**src/rtl/osc_pulse_monitor_if.sv**
```systemverilog
// osc_pulse_monitor_if: oscillator line in, pulse/measurement/status bundle out
interface osc_pulse_monitor_if #(
  parameter int CNT_W = 8
);
  logic             osc_in;
  logic             err_clear;
  logic             pulse;
  logic             measure_valid;
  logic [CNT_W-1:0] period;
  logic [CNT_W-1:0] high_width;
  logic             locked;
  logic             osc_dead;
  logic             period_err;
  logic             width_err;
  modport master (
    output osc_in, err_clear,
    input  pulse, measure_valid, period, high_width, locked, osc_dead, period_err, width_err
  );
  modport slave (
    input  osc_in, err_clear,
    output pulse, measure_valid, period, high_width, locked, osc_dead, period_err, width_err
  );
endinterface

```
**src/rtl/osc_pulse_monitor.sv**
```systemverilog
// osc_pulse_monitor: syncs the oscillator line, strobes each pulse, measures and checks period/high width
module osc_pulse_monitor #(
  parameter int SYNC_STAGES = 2,
  parameter int CNT_W       = 8,
  parameter int MIN_PERIOD  = 9,
  parameter int MAX_PERIOD  = 11,
  parameter int MIN_HIGH    = 1,
  parameter int MAX_HIGH    = 3,
  parameter int LOCK_COUNT  = 4,
  parameter int TIMEOUT     = 32
) (
  input logic               clk,
  input logic               rst,
  osc_pulse_monitor_if.slave bus
);
  localparam int GW = $clog2(LOCK_COUNT + 1);
  localparam logic [CNT_W-1:0] ONE  = CNT_W'(1);
  localparam logic [CNT_W-1:0] SAT  = '1;
  localparam logic [CNT_W-1:0] MINP = CNT_W'(MIN_PERIOD);
  localparam logic [CNT_W-1:0] MAXP = CNT_W'(MAX_PERIOD);
  localparam logic [CNT_W-1:0] MINH = CNT_W'(MIN_HIGH);
  localparam logic [CNT_W-1:0] MAXH = CNT_W'(MAX_HIGH);
  localparam logic [CNT_W-1:0] TO   = CNT_W'(TIMEOUT);
  localparam logic [GW-1:0]    LOCK_C = GW'(LOCK_COUNT);
  typedef enum logic [1:0] {NOSYNC, HIGH, LOW, DEAD} state_t;
  state_t state_q, state_d;
  logic [SYNC_STAGES-1:0] sync_q;
  logic hist_q, sync, rise, fall;
  logic [CNT_W-1:0] pcnt_q, pcnt_d, hcnt_q, hcnt_d, hw_q, hw_d;
  logic [CNT_W-1:0] period_q, period_d, high_q, high_d;
  logic [GW-1:0] good_q, good_d;
  logic wbad_q, wbad_d, pulse_q, pulse_d, mv_q, mv_d, locked_q, locked_d;
  logic dead_q, dead_d, perr_q, perr_d, werr_q, werr_d, perr_new, werr_new;
  assign sync   = sync_q[SYNC_STAGES-1];
  assign rise   = sync & ~hist_q;
  assign fall   = ~sync & hist_q;
  assign pcnt_d = rise ? ONE : (pcnt_q == SAT ? SAT : pcnt_q + ONE);
  assign hcnt_d = rise ? ONE : ((sync && hcnt_q != SAT) ? hcnt_q + ONE : hcnt_q);
  assign bus.pulse         = pulse_q;
  assign bus.measure_valid = mv_q;
  assign bus.period        = period_q;
  assign bus.high_width    = high_q;
  assign bus.locked        = locked_q;
  assign bus.osc_dead      = dead_q;
  assign bus.period_err    = perr_q;
  assign bus.width_err     = werr_q;
  // synchronizer chain plus history flop for edge detection
  always_ff @(posedge clk) begin
    if (rst) begin
      sync_q <= '0;
      hist_q <= 1'b0;
    end else begin
      sync_q <= {sync_q[SYNC_STAGES-2:0], bus.osc_in};
      hist_q <= sync;
    end
  end
  // state, counters and registered outputs
  always_ff @(posedge clk) begin
    if (rst) begin
      state_q  <= NOSYNC;
      pcnt_q   <= '0;
      hcnt_q   <= '0;
      hw_q     <= '0;
      good_q   <= '0;
      wbad_q   <= 1'b0;
      pulse_q  <= 1'b0;
      mv_q     <= 1'b0;
      period_q <= '0;
      high_q   <= '0;
      locked_q <= 1'b0;
      dead_q   <= 1'b0;
      perr_q   <= 1'b0;
      werr_q   <= 1'b0;
    end else begin
      state_q  <= state_d;
      pcnt_q   <= pcnt_d;
      hcnt_q   <= hcnt_d;
      hw_q     <= hw_d;
      good_q   <= good_d;
      wbad_q   <= wbad_d;
      pulse_q  <= pulse_d;
      mv_q     <= mv_d;
      period_q <= period_d;
      high_q   <= high_d;
      locked_q <= locked_d;
      dead_q   <= dead_d;
      perr_q   <= perr_d;
      werr_q   <= werr_d;
    end
  end
  // next state: a rise measures only when coming from LOW; timeout beats a fall
  always_comb begin
    state_d  = state_q;
    hw_d     = hw_q;
    good_d   = good_q;
    wbad_d   = wbad_q;
    pulse_d  = rise;
    mv_d     = 1'b0;
    period_d = period_q;
    high_d   = high_q;
    locked_d = locked_q;
    dead_d   = dead_q;
    perr_new = 1'b0;
    werr_new = 1'b0;
    if (rise) begin
      state_d = HIGH;
      dead_d  = 1'b0;
      wbad_d  = 1'b0;
      if (state_q == LOW) begin
        mv_d     = 1'b1;
        period_d = pcnt_q;
        high_d   = hw_q;
        if (pcnt_q < MINP || pcnt_q > MAXP) begin
          perr_new = 1'b1;
          good_d   = '0;
          locked_d = 1'b0;
        end else if (!wbad_q) begin
          good_d   = (good_q == LOCK_C) ? good_q : good_q + GW'(1);
          locked_d = locked_q | (good_d == LOCK_C);
        end
      end
    end else if (pcnt_q == TO) begin
      state_d  = DEAD;
      dead_d   = 1'b1;
      locked_d = 1'b0;
      good_d   = '0;
    end else if (fall && state_q == HIGH) begin
      state_d = LOW;
      hw_d    = hcnt_q;
      if (hcnt_q < MINH || hcnt_q > MAXH) begin
        werr_new = 1'b1;
        wbad_d   = 1'b1;
        good_d   = '0;
        locked_d = 1'b0;
      end
    end
    perr_d = (perr_q & ~bus.err_clear) | perr_new;
    werr_d = (werr_q & ~bus.err_clear) | werr_new;
  end
endmodule
```
**src/flat_wrapper.sv**
```systemverilog
// flat-port wrapper written by rule: the top's interface ports become plain ports
module osc_pulse_monitor_flat 
#(
  parameter int SYNC_STAGES = 2,
  parameter int CNT_W       = 8,
  parameter int MIN_PERIOD  = 9,
  parameter int MAX_PERIOD  = 11,
  parameter int MIN_HIGH    = 1,
  parameter int MAX_HIGH    = 3,
  parameter int LOCK_COUNT  = 4,
  parameter int TIMEOUT     = 32
)
  (clk, rst, bus_osc_in, bus_err_clear, bus_pulse, bus_measure_valid, bus_period, bus_high_width, bus_locked, bus_osc_dead, bus_period_err, bus_width_err);
  osc_pulse_monitor_if #(.CNT_W(CNT_W)) bus_i ();
  input logic clk;
  input logic rst;
  input wire logic [$bits(bus_i.osc_in)-1:0] bus_osc_in;
  input wire logic [$bits(bus_i.err_clear)-1:0] bus_err_clear;
  output wire logic [$bits(bus_i.pulse)-1:0] bus_pulse;
  output wire logic [$bits(bus_i.measure_valid)-1:0] bus_measure_valid;
  output wire logic [$bits(bus_i.period)-1:0] bus_period;
  output wire logic [$bits(bus_i.high_width)-1:0] bus_high_width;
  output wire logic [$bits(bus_i.locked)-1:0] bus_locked;
  output wire logic [$bits(bus_i.osc_dead)-1:0] bus_osc_dead;
  output wire logic [$bits(bus_i.period_err)-1:0] bus_period_err;
  output wire logic [$bits(bus_i.width_err)-1:0] bus_width_err;
  assign bus_i.osc_in = bus_osc_in;
  assign bus_i.err_clear = bus_err_clear;
  assign bus_pulse = bus_i.pulse;
  assign bus_measure_valid = bus_i.measure_valid;
  assign bus_period = bus_i.period;
  assign bus_high_width = bus_i.high_width;
  assign bus_locked = bus_i.locked;
  assign bus_osc_dead = bus_i.osc_dead;
  assign bus_period_err = bus_i.period_err;
  assign bus_width_err = bus_i.width_err;
  osc_pulse_monitor #(.SYNC_STAGES(SYNC_STAGES), .CNT_W(CNT_W), .MIN_PERIOD(MIN_PERIOD), .MAX_PERIOD(MAX_PERIOD), .MIN_HIGH(MIN_HIGH), .MAX_HIGH(MAX_HIGH), .LOCK_COUNT(LOCK_COUNT), .TIMEOUT(TIMEOUT)) u_core (.clk(clk), .rst(rst), .bus(bus_i));
endmodule
```
**config.mk**
```make
export PLATFORM = sky130hd
export DESIGN_NAME = osc_pulse_monitor_flat
export DESIGN_NICKNAME = d
export VERILOG_FILES = /design/src/rtl/osc_pulse_monitor_if.sv /design/src/rtl/osc_pulse_monitor.sv /design/src/flat_wrapper.sv
export SDC_FILE = /design/constraint.sdc
export NUM_CORES = 1
export LEC_CHECK = 0
export BUFFER_PORTS_ARGS = -buffer_cell sky130_fd_sc_hd__buf_2
export CAP_MARGIN = 40
export CORE_MARGIN = 4
export CORE_UTILIZATION = 52
export CTS_CLUSTER_SIZE = 12
export DETAILED_ROUTE_END_ITERATION = 10
export PLACE_DENSITY = 0.81
export RECOVER_POWER = 25
export SYNTH_ARGS = -nofsm -noshare
export SYNTH_HDL_FRONTEND = slang
export SYNTH_SLANG_ARGS = --single-unit
```
**constraint.sdc**
```tcl
create_clock -name clk -period 1.9 [get_ports clk]
set_input_delay 0.19 -clock clk [delete_from_list [all_inputs] [get_ports clk]]
set_output_delay 0.19 -clock clk [all_outputs]
set_load 0.01 [all_outputs]
```
Word level (Yosys, flattened, before mapping)
Index checks and enable logic that the tools add are counted.

Equality and inequality tests: 9. Multiplexer cells: 30. $add $sub $neg: 3. Bitwise logic cells: 12. Magnitude comparators: 4. Reductions and logical operators: 14.

Operators with widths (count): 2-to-1 mux 3 bit (8); 2-to-1 mux 1 bit (19); adder 8 x 1 -> 8 bit, second input constant (2); equality test 8 x 6 -> 1 bit, second input constant (1); equality test 8 bit, second input constant (1); > comparator 8 x 2 -> 1 bit, second input constant (1); > comparator 8 x 4 -> 1 bit, second input constant (1); < comparator 8 x 1 -> 1 bit, second input constant (1); < comparator 8 x 4 -> 1 bit, second input constant (1); 2-to-1 mux 8 bit (1); != test 8 bit, second input constant (1); equality test 3 bit, second input constant (2); AND reduction 3 bit (2); nonzero test 3 bit (2); inverter 1 bit (5); bitwise AND 1 bit (4); 2-to-1 mux 2 bit (2); AND reduction 4 bit (1); nonzero test 2 bit (2); OR reduction 2 bit (2); adder 3 x 1 -> 3 bit, second input constant (1); != test 3 bit, second input constant (1); bitwise OR 1 bit (3); equality test 2 x 1 -> 1 bit, second input constant (1); 5 further kinds (7).

Output and inout bits: 22. Flip-flop bits (word level): 55. Word-level logic and storage cells: 91. Bits of input ports: 4.

Depth between registers and ports, before layout
Depth after elaboration: 8. Gate-level depth with buffers: 8. Gate-level depth less buffers: 6.

Worst setup path before layout
OpenSTA, ideal clock, no wires.

Kind: register to register. Start point: reg u_core.pcnt_q[2]. End point: reg u_core.locked_q (netlist: u_core.bus.locked). Cell stages (with the launch flop): 7. Path buffers: 2. Path slack: -0.014 ns. Arrival: 1.789 ns. Required time: 1.775 ns. Library setup time: 0.125 ns. Cells stage by stage: dfxtp_1 -> buf_6 -> or4_4 -> or3_1 -> buf_2 -> a32oi_2 -> o221ai_2.

Word-level cells in the longest chain between the ends: 5. Elaborated cells on any way between the ends: 12.

Ends and longest elaborated chain: start: declaration (RTL line osc_pulse_monitor.sv:29) `logic [CNT_W-1:0] pcnt_q, pcnt_d, hcnt_q, hcnt_d, hw_q, hw_d;`; start signal: assignment (RTL line osc_pulse_monitor.sv:76) `pcnt_q <= pcnt_d;`; < comparator 8 x 4 -> 1 bit or > comparator 8 x 4 -> 1 bit (tied branches) (RTL line osc_pulse_monitor.sv:113) `if (pcnt_q < MINP || pcnt_q > MAXP) begin`; logical OR 1 bit (RTL line osc_pulse_monitor.sv:113); 2-to-1 mux 1 bit (RTL line osc_pulse_monitor.sv:113); 2-to-1 mux 1 bit (RTL line osc_pulse_monitor.sv:109) `if (state_q == LOW) begin`; 2-to-1 mux 1 bit (RTL line osc_pulse_monitor.sv:105) `if (rise) begin`; end signal: assignment (RTL line osc_pulse_monitor.sv:85) `locked_q <= locked_d;`; end: declaration (RTL line osc_pulse_monitor.sv:32) `logic wbad_q, wbad_d, pulse_q, pulse_d, mv_q, mv_d, locked_q, locked_d;`.

Parallel ways exist; a longest one is shown, timed or not. The select of a mux whose other input is x is not followed. A chain may end at the register's enable or synchronous reset.

Worst setup path in the final report
Start point: reg u_core.pcnt_q[7]. End point: reg u_core.locked_q (netlist: u_core.bus.locked).

The elaborated chain is that of the path after synthesis.

==> results_dict.tcl <==
set metrics [dict create \
    clk_pin_slew_worst_paths_ns 0.09 \
    finClkSkew_ns 0.00683 \
    synth.distinct_cells 45 \
    worstSkewPairLatency_ns 0.30 \
    gp_congestion 0.826 \
    synth_seq_cells 55 \
    postLayoutCoreUtil_pct 62.7 \
    wl_per_cell_um 13.4 \
    gr-total-overflow 0 \
    crit_buf_inv 0 \
    synth.avg_cell_area_um2 8.68 \
    crit_path_start_kind "flip-flop" \
    synthCells 271 \
    fin_ws_ns 0.0586 \
    cts_tree "done" \
    stdcell_count 355 \
    placedCellCount 348 \
    place_ws_ns -0.0441 \
    die_area_mm2 0.00566 \
    synth-compound-area-share_pct 16.2 \
    first_pass_iters 5 \
    crit_path_top_delay_cell "or4_4" \
    grt_pass1_vias 1786 \
    required_ns 2.09 \
    crit_fanout 6 \
    synth_top_flop_cell "dfxtp_1" \
    drv_slew 0 \
    dieWidth_um 75.3 \
    dpl.hpwl_um 3490 \
    criticalPathCategory "flip-flop to flip-flop" \
    synth_xor_area_share_pct 1.49 \
    power.density_mw_per_mm2 738 \
    vias 1946 \
    antenna_found_initial 0 \
    dr.first_iter.drc_count 168 \
    ys_async_sr_fraction_pct 0 \
    core_mm2 0.00435 \
    track_usage_pct 18.0 \
    fin_crit_sh_pct 96.9 \
    portBuffers 25 \
    synth_edf_count 0 \
    critPathTopFamily "simple AND/OR/NAND/NOR gates" \
    synth_top_area_cell "dfxtp_1" \
    maxCapViolations 0 \
    rows 24 \
    path_cells "or4_4 -> or3_4 -> a32oi_4 -> o221ai_2" \
    antennaDiodeCount 0 \
    grt_pass1_wl_um 7940 \
    min_path_type "primary input to flip-flop" \
    synth_area_mm2 0.00235 \
    nets 314 \
    ant_nets 0 \
    n_fill_cell 379 \
    max_stage_delay_ns 0.57 \
    ys_seq_area_share_pct 46.8 \
    layout-drive-gt1-share_pct 15.8 \
    syn-num-nets 282 \
    drc 0 \
    routed_wl_um 4760 \
    muxShareOfSynthArea_pct 3.83 \
    htree_levels 2 \
    synth_adder_area_share_pct 3.72 \
    num_io_pins 26 \
    yosys_warnings 0 \
    slew_headroom_pct 63.9 \
    synth.area.top_cells "dfxtp_1, a21oi_1, nand2_1, mux2i_1, ha_1" \
    cts.sinks 55 \
    finalSetupViolCount 0 \
    cts_root_buf "clkbuf_8" \
    p_leak_uw 0.00103 \
    vdd.ir_drop.worst_uv 459 \
    multiInputGateArea_mm2 0.00116 \
    yosys.area_share.simple_pct 22.9 \
    grt_setup_unrepaired "true" \
    synth_common_cells "dfxtp_1, nand2_1, a21oi_1" \
    area_delta_synth_final_pct 16.1 \
    fp.dieH_um 75.3 \
    crit_arrival_ns 2.03 \
    synth_top_family_by_area "simple AND/OR/NAND/NOR gates" \
    synth.most_common_cell "dfxtp_1" \
    endpoint_kind "flip-flop" \
    hold_viol_final 0 \
    cts_max_path_buffers 2 \
    period_needed_ns 1.84 \
    routed_via_density 5.48 \
    start_util_pct 54.0 \
    grt_max_degree 27 \
    synth.top_cell.area_share_pct 46.8 \
    tightest_slew_ns 0.538 \
    cts_buffers 5 \
    max_freq_mhz 543 \
    status "finished clean" \
    seq_area_mm2 0.00110 \
]
-- cell usage in the layout, fill, tap and decap left out, drive strengths merged, types with 2 or more instances in the layout --
cell type	instances
or3b	2
a31oi	5
nor2b	5
or4	4
buf	27
dfxtp	55
nor3	4
xor2	2
o31ai	3
o41ai	2
a21oi	36
inv	12
and3	2
nand3	11
clkbuf	20
ha	7
o21ai	6
and4	2
nor4	2
nor2	20
mux2i	9
xnor2	2
nand2	40
or3	2
nand2b	6
-- what timing repair did --
| action | CTS | global route |
|---|---|---|
| pin swaps | 0 | 2 |
| setup endpoints to repair | 1 | 5 |
| hold endpoints to repair | 0 | 0 |
| gates resized for setup | 1 | 5 |
| setup buffers | 0 | 0 |
| hold buffers | 0 | 0 |
-- report_power, final --
group / internal [µW] / switching (µW)
logic: 34.5 / 54.0
registers: 1160 / 8.51
clock network: 386 / 368
-- sequential cells by signal, indices dropped and copies added (netlist names) --
name,cells
u_core.hist_q,1
u_core.bus.period,8
u_core.hw_q,8
u_core.bus.pulse,1
u_core.good_q,3
u_core.bus.width_err,1
u_core.wbad_q,1
u_core.bus.locked,1
u_core.state_q,2
u_core.bus.osc_dead,1
u_core.hcnt_q,8
u_core.bus.period_err,1
u_core.bus.measure_valid,1
u_core.bus.high_width,8
u_core.sync_q,2
u_core.pcnt_q,8
-- per-stage QoR --
stage               area, µm²  power [µW]  TNS, ns  hold slack, ns
floorplan                2350        1260        0           0.318
global placement         2610        1280        0           0.408
detailed placement       2610        1280  -0.0441           0.412
CTS                      2720        2030        0          0.0883
global route             2730        2080  -0.0459           0.141
finish                   2730        2010        0          0.0962
-- path summary, 6_finish.rpt --
kind                     from  cells after the start  slack, ns                end
min                bus_osc_in                      2        0.1   u_core.sync_q[0]
max reg2reg  u_core.pcnt_q[7]                      4       0.06  u_core.bus.locked
min reg2reg  u_core.sync_q[0]                      1       0.45   u_core.sync_q[1]
max          u_core.pcnt_q[7]                      4       0.06  u_core.bus.locked
-- layer usage --
metal	global-route usage (%)	wire, µm	vias up
met5	0	0	-
met4	4.27	29	0
met3	4.81	278	4
met2	29.0	2200	49
met1	24.1	2250	899
li1	-	-	994
-- layout make-up --
type	instances	share of cell area [%]
Inverter	12	1.65
Clock buffer	5	2.52
Multi-Input combinational cell	187	42.6
Clock inverter	2	1.37
Tap cell	52	2.38
Sequential cell	55	40.4
Timing Repair Buffer	42	9.03
-- logic make-up (layout without fill, tap and decap cells) --
group,after synthesis,in the layout
AOI/OAI and AO/OA,60,60
xor gates and xnor gates,4,4
adders and majority gates,7,7
buffers and inverters,29,61
DFF,55,55
muxes,9,9
and+or+nand+nor,107,107
-- worst register-to-register path: cells and delay by family (launching register included) --
kind | cells | cell delay (ns)
flops | 1 | 0.33
simple gates | 2 | 1.02
compound gates | 2 | 0.39
No activity file was read; power rests on OpenSTA's default activity.
